==> src/rtl/cla_pipe_adder.sv <==
// Pipelined carry-lookahead adder/subtractor built from 4-bit groups.
// Each stage resolves GPS groups and registers the carry to the next.
module cla_pipe_adder #(
  parameter int WIDTH = 16,
  parameter int GPS   = 2
) (
  input  logic             clk,
  input  logic             rst,
  input  logic             in_valid,
  output logic             in_ready,
  input  logic [WIDTH-1:0] a,
  input  logic [WIDTH-1:0] b,
  input  logic             cin,
  input  logic             sub,
  output logic             out_valid,
  input  logic             out_ready,
  output logic [WIDTH-1:0] sum,
  output logic             cout,
  output logic             ovf,
  output logic             P,
  output logic             G
);

  localparam int NG = WIDTH / 4;
  localparam int NS = (NG + GPS - 1) / GPS;

  // op_a/op_b: skewed operands (op_b already inverted for sub)
  // res: result bits resolved so far, cy: running carry
  // pp/gg: running word propagate/generate, cm: carry into msb
  typedef struct packed {
    logic [WIDTH-1:0] op_a;
    logic [WIDTH-1:0] op_b;
    logic [WIDTH-1:0] res;
    logic             cy;
    logic             pp;
    logic             gg;
    logic             cm;
  } st_t;

  st_t           r  [NS];
  st_t           nx [NS];
  st_t           in_st;
  logic [NS-1:0] vld;
  logic          adv;
  logic          take;

  function automatic st_t calc(input int s, input st_t x);
    st_t        y;
    logic [3:0] p4;
    logic [3:0] g4;
    logic       c0, c1, c2, c3;
    logic       gp, gg;
    int         k;
    y = x;
    for (int j = 0; j < GPS; j++) begin
      k = s * GPS + j;
      if (k < NG) begin
        p4 = x.op_a[4*k +: 4] ^ x.op_b[4*k +: 4];
        g4 = x.op_a[4*k +: 4] & x.op_b[4*k +: 4];
        c0 = y.cy;
        c1 = g4[0] | (p4[0] & c0);
        c2 = g4[1] | (p4[1] & g4[0])
           | (p4[1] & p4[0] & c0);
        c3 = g4[2] | (p4[2] & g4[1])
           | (p4[2] & p4[1] & g4[0])
           | (p4[2] & p4[1] & p4[0] & c0);
        gg = g4[3] | (p4[3] & g4[2])
           | (p4[3] & p4[2] & g4[1])
           | (p4[3] & p4[2] & p4[1] & g4[0]);
        gp = &p4;
        y.res[4*k +: 4] = p4 ^ {c3, c2, c1, c0};
        if (k == NG - 1) y.cm = c3;
        y.cy = gg | (gp & c0);
        y.gg = gg | (gp & y.gg);
        y.pp = y.pp & gp;
      end
    end
    return y;
  endfunction

  assign adv       = ~out_valid | out_ready;
  assign in_ready  = adv;
  assign take      = in_valid & in_ready;
  assign out_valid = vld[NS-1];

  // Stage 0 sees the effective operands; later stages see registers
  always_comb begin
    in_st.op_a = a;
    in_st.op_b = sub ? ~b : b;
    in_st.res  = '0;
    in_st.cy   = sub ? ~cin : cin;
    in_st.pp   = 1'b1;
    in_st.gg   = 1'b0;
    in_st.cm   = 1'b0;
    nx[0] = calc(0, in_st);
    for (int s = 1; s < NS; s++) begin
      nx[s] = calc(s, r[s-1]);
    end
  end

  // Whole pipeline shifts together on adv, holds otherwise
  always_ff @(posedge clk) begin
    if (rst) begin
      vld <= '0;
      for (int s = 0; s < NS; s++) r[s] <= '0;
    end else if (adv) begin
      vld[0] <= take;
      if (take) r[0] <= nx[0];
      for (int s = 1; s < NS; s++) begin
        vld[s] <= vld[s-1];
        r[s]   <= nx[s];
      end
    end
  end

  assign sum  = r[NS-1].res;
  assign cout = r[NS-1].cy;
  assign ovf  = r[NS-1].cm ^ r[NS-1].cy;
  assign P    = r[NS-1].pp;
  assign G    = r[NS-1].gg;

endmodule
==> config.mk <==
export PLATFORM = sky130hd
export DESIGN_NAME = cla_pipe_adder
export DESIGN_NICKNAME = d
export VERILOG_FILES = /design/src/rtl/cla_pipe_adder.sv
export SDC_FILE = /design/constraint.sdc
export NUM_CORES = 1
export LEC_CHECK = 0
export CAP_MARGIN = 20
export CORE_MARGIN = 1
export CORE_UTILIZATION = 30
export DETAILED_ROUTE_END_ITERATION = 10
export PLACE_DENSITY_LB_ADDON = 0.12
export RECOVER_POWER = 25
export SLEW_MARGIN = 10
export SYNTH_ARGS = -nofsm -noshare
export SYNTH_HDL_FRONTEND = slang
export SYNTH_SLANG_ARGS = --single-unit
==> constraint.sdc <==
create_clock -name clk -period 3.1 [get_ports clk]
set_input_delay 0.62 -clock clk [delete_from_list [all_inputs] [get_ports clk]]
set_output_delay 0.62 -clock clk [all_outputs]
set_load 0.05 [all_outputs]
==> results.toml, run 1 <==
[worst_setup_path]
cp_max_fo = 10
reg2reg_to = "r[0][69]"
regToRegSetupSlack_ns = 0.83
crit_type = "input port to flop"
required_ns = 3.15
reg2reg_depth = 8
end_kind = "flop"
crit_start = "sub"
arrival_ns = 2.77
start_kind = "input port"
endpoint = "r[0][9]"
r2r-start = "r[0][28]"

[synth]
postSynthAreaPerCell_um2 = 12.0
yosysTopAreaCell = "edfxtp_1"
yosys-top-cells-area = "edfxtp_1 (51%), ha_1 (7.2%), buf_4 (4.3%)"
post-synth-top-count-cell = "edfxtp_1"
synth_commonest_cells = "edfxtp_1 (47), nor2_1 (26), and2_1 (19)"
synth_cell_type_count = 36
ys_warn_count = 0
syn-num-nets = 289
synthCells = 231
netlist_area_um2 = 2770
yosysSeqAreaShare = 0.525
synth-seq-cells = 49
async_reset_ff_frac = 0
synth_top_area_share = 0.510
synth_edf_count = 47
ys.flop_type = "edfxtp_1"

[floorplan]
initial_core_util = 0.314
io_pins = 60
fp.dieH_um = 98.0
die_w_um = 98.0
coreArea_um2 = 8810
rows = 34
dieArea_um2 = 9600

[clocking]
cts_hold_buf = 0
postCtsSetupBuffers = 0
root_buffer = "clkbuf_8"
clock_latency_ns = 0.29
htreeDepth = 2
numClockSinks = 49
path_clk_slew_ns = 0.08
cts_tree = "done"
cts_resized = 0
cts_buffer_depth = 2
cts_buffers = 5

[detailed_routing]
drcViolationCount = 3
wl_um = 5030
wl_per_cell_um = 12.7
routed_via_density = 4.31
dr.pass1.iters = 7
routed-via-count = 1704
ant_nets = 0
drt_iter0_drc = 62

[sta]
finalHoldViolCount = 0
fin_crit_sh = 0.879
fin_worst_skew_ns = 0.00218
setup_tns_ns = 0
fmax_ghz = 0.367
rsz0062_at_grt = "no"
setup-violations-final = 0
final.min_clock_period_ns = 2.72
slew_violations = 0
timing.slew.headroom = 0.501
worst_slew_pin_slew_ns = 0.749

[job]
drv_cap = 0

[placed_design]
dpl_cell_area_um2 = 3420
portBuffers = 59
place_congestion = 0.764
dpl.cell_count = 387
dpl.hpwl_um = 3980

[power]
total_power_uw = 1760
p_per_area_nw_per_um2 = 503
p_leak_uw = 0.00139
vdd_drop_max_mv = 0.174

[final_layout]
nNetsFinal = 344
drive_above_1_share = 0.0732
design_area_um2 = 3490
fin_util = 0.396
diodes = 0
final_cells = 395
area_growth_pct = 26.2

[min_path]
min-delay-start = "vld[0]"
hp-class = "flop to flop"

[run_status]
status = "finished with violations"
violations = "DRC"

[global_routing]
grt_usage = 0.114
grt_overflow_total = 0
grt_start_max_net_pins = 28
grt_pass1_wl_um = 8400
first_global_vias = 1724
antenna_found_initial = 0
## placed cells by master (no fill, tap or decap), drive strengths merged, types with 3 or more instances in the layout
cell,instances
dlygate4sd3,4
nand2b,3
nand2,11
xor2,12
ha,16
fa,4
inv,10
o21ai,5
a21o,4
and2,19
xnor2,14
buf,10
nor2,26
nand3,4
edfxtp,47
a21oi,12
clkdlybuf4s50,54
clkbuf,10
## registers in the layout, summed over array words and instances, names as in the netlist
name and cells:
r 47, vld 2
## layout make-up
class,instances,area [um2]
Timing Repair Buffer,70,663
Sequential cell,49,1450
Tap cell,108,135
Fill cell,888,5320
Clock buffer,8,80.1
Inverter,10,37.5
Multi-Input combinational cell,150,1120
## metal layers
layer | global-route usage | up-vias | wire, um
li1 | - | 892 | -
met1 | 0.139 | 763 | 2280
met2 | 0.197 | 44 | 2480
met3 | 0.0251 | 5 | 197
met4 | 0.0385 | 0 | 72
met5 | 0 | - | 0
## how the worst min path moves through the flow
| stage | depth (start not counted) | slack, ns | to |
|---|---|---|---|
| CTS | 2 | 0.47 | vld[0] |
| global placement | 2 | 0.45 | vld[0] |
| floorplan | 2 | 0.43 | vld[0] |
| detailed placement | 2 | 0.45 | vld[0] |
| global route | 2 | 0.50 | vld[0] |
| finish | 2 | 0.47 | vld[0] |
## power breakdown
group          leakage, uW  switching, uW  internal (uW)
combinational     0.000811            320            236
sequential        0.000543           25.2            820
clock            0.0000395            195            161
total              0.00139            540           1220
## critical path: stages
cell and delay (ns):
clkdlybuf4s50_1 0.39, buf_4 0.18, xor2_1 0.17, ha_1 0.33, nand3_1 0.15, o221ai_4 0.21, a21oi_2 0.10, fa_1 0.40
xor2_1 0.16, nor2_1 0.05
## cell families after synthesis
logic type,after synthesis,share of synthesized area
muxes,2,0.00724
AOI/OAI and AO/OA,31,0.0805
and+or+nand+nor,71,0.128
buffers and inverters,32,0.0692
adders and majority gates,20,0.101
xor gates and xnor gates,26,0.0891
DFF,49,0.525
## metrics by stage
| stage | hold WS [ns] | worst slack (ns) |
|---|---|---|
| after CTS | 0.467 | 0.360 |
| after detailed placement | 0.455 | 0.0446 |
| after global routing | 0.500 | 0.199 |
| after floorplan | 0.431 | 0.291 |
| after global placement | 0.447 | 0.0670 |
| final | 0.465 | 0.376 |
(Power assumes the default switching activity.)
==> run 2, diff against run 1 <==
--- a/config.mk
+++ b/config.mk
@@ -9,6 +9,7 @@
 export CORE_MARGIN = 1
 export CORE_UTILIZATION = 30
 export DETAILED_ROUTE_END_ITERATION = 10
+export GPL_TIMING_DRIVEN = 1
 export PLACE_DENSITY_LB_ADDON = 0.12
 export RECOVER_POWER = 25
 export SLEW_MARGIN = 10
==> results of run 2 <==
The final DEF is identical to that of run 1; final timing and power are the same.
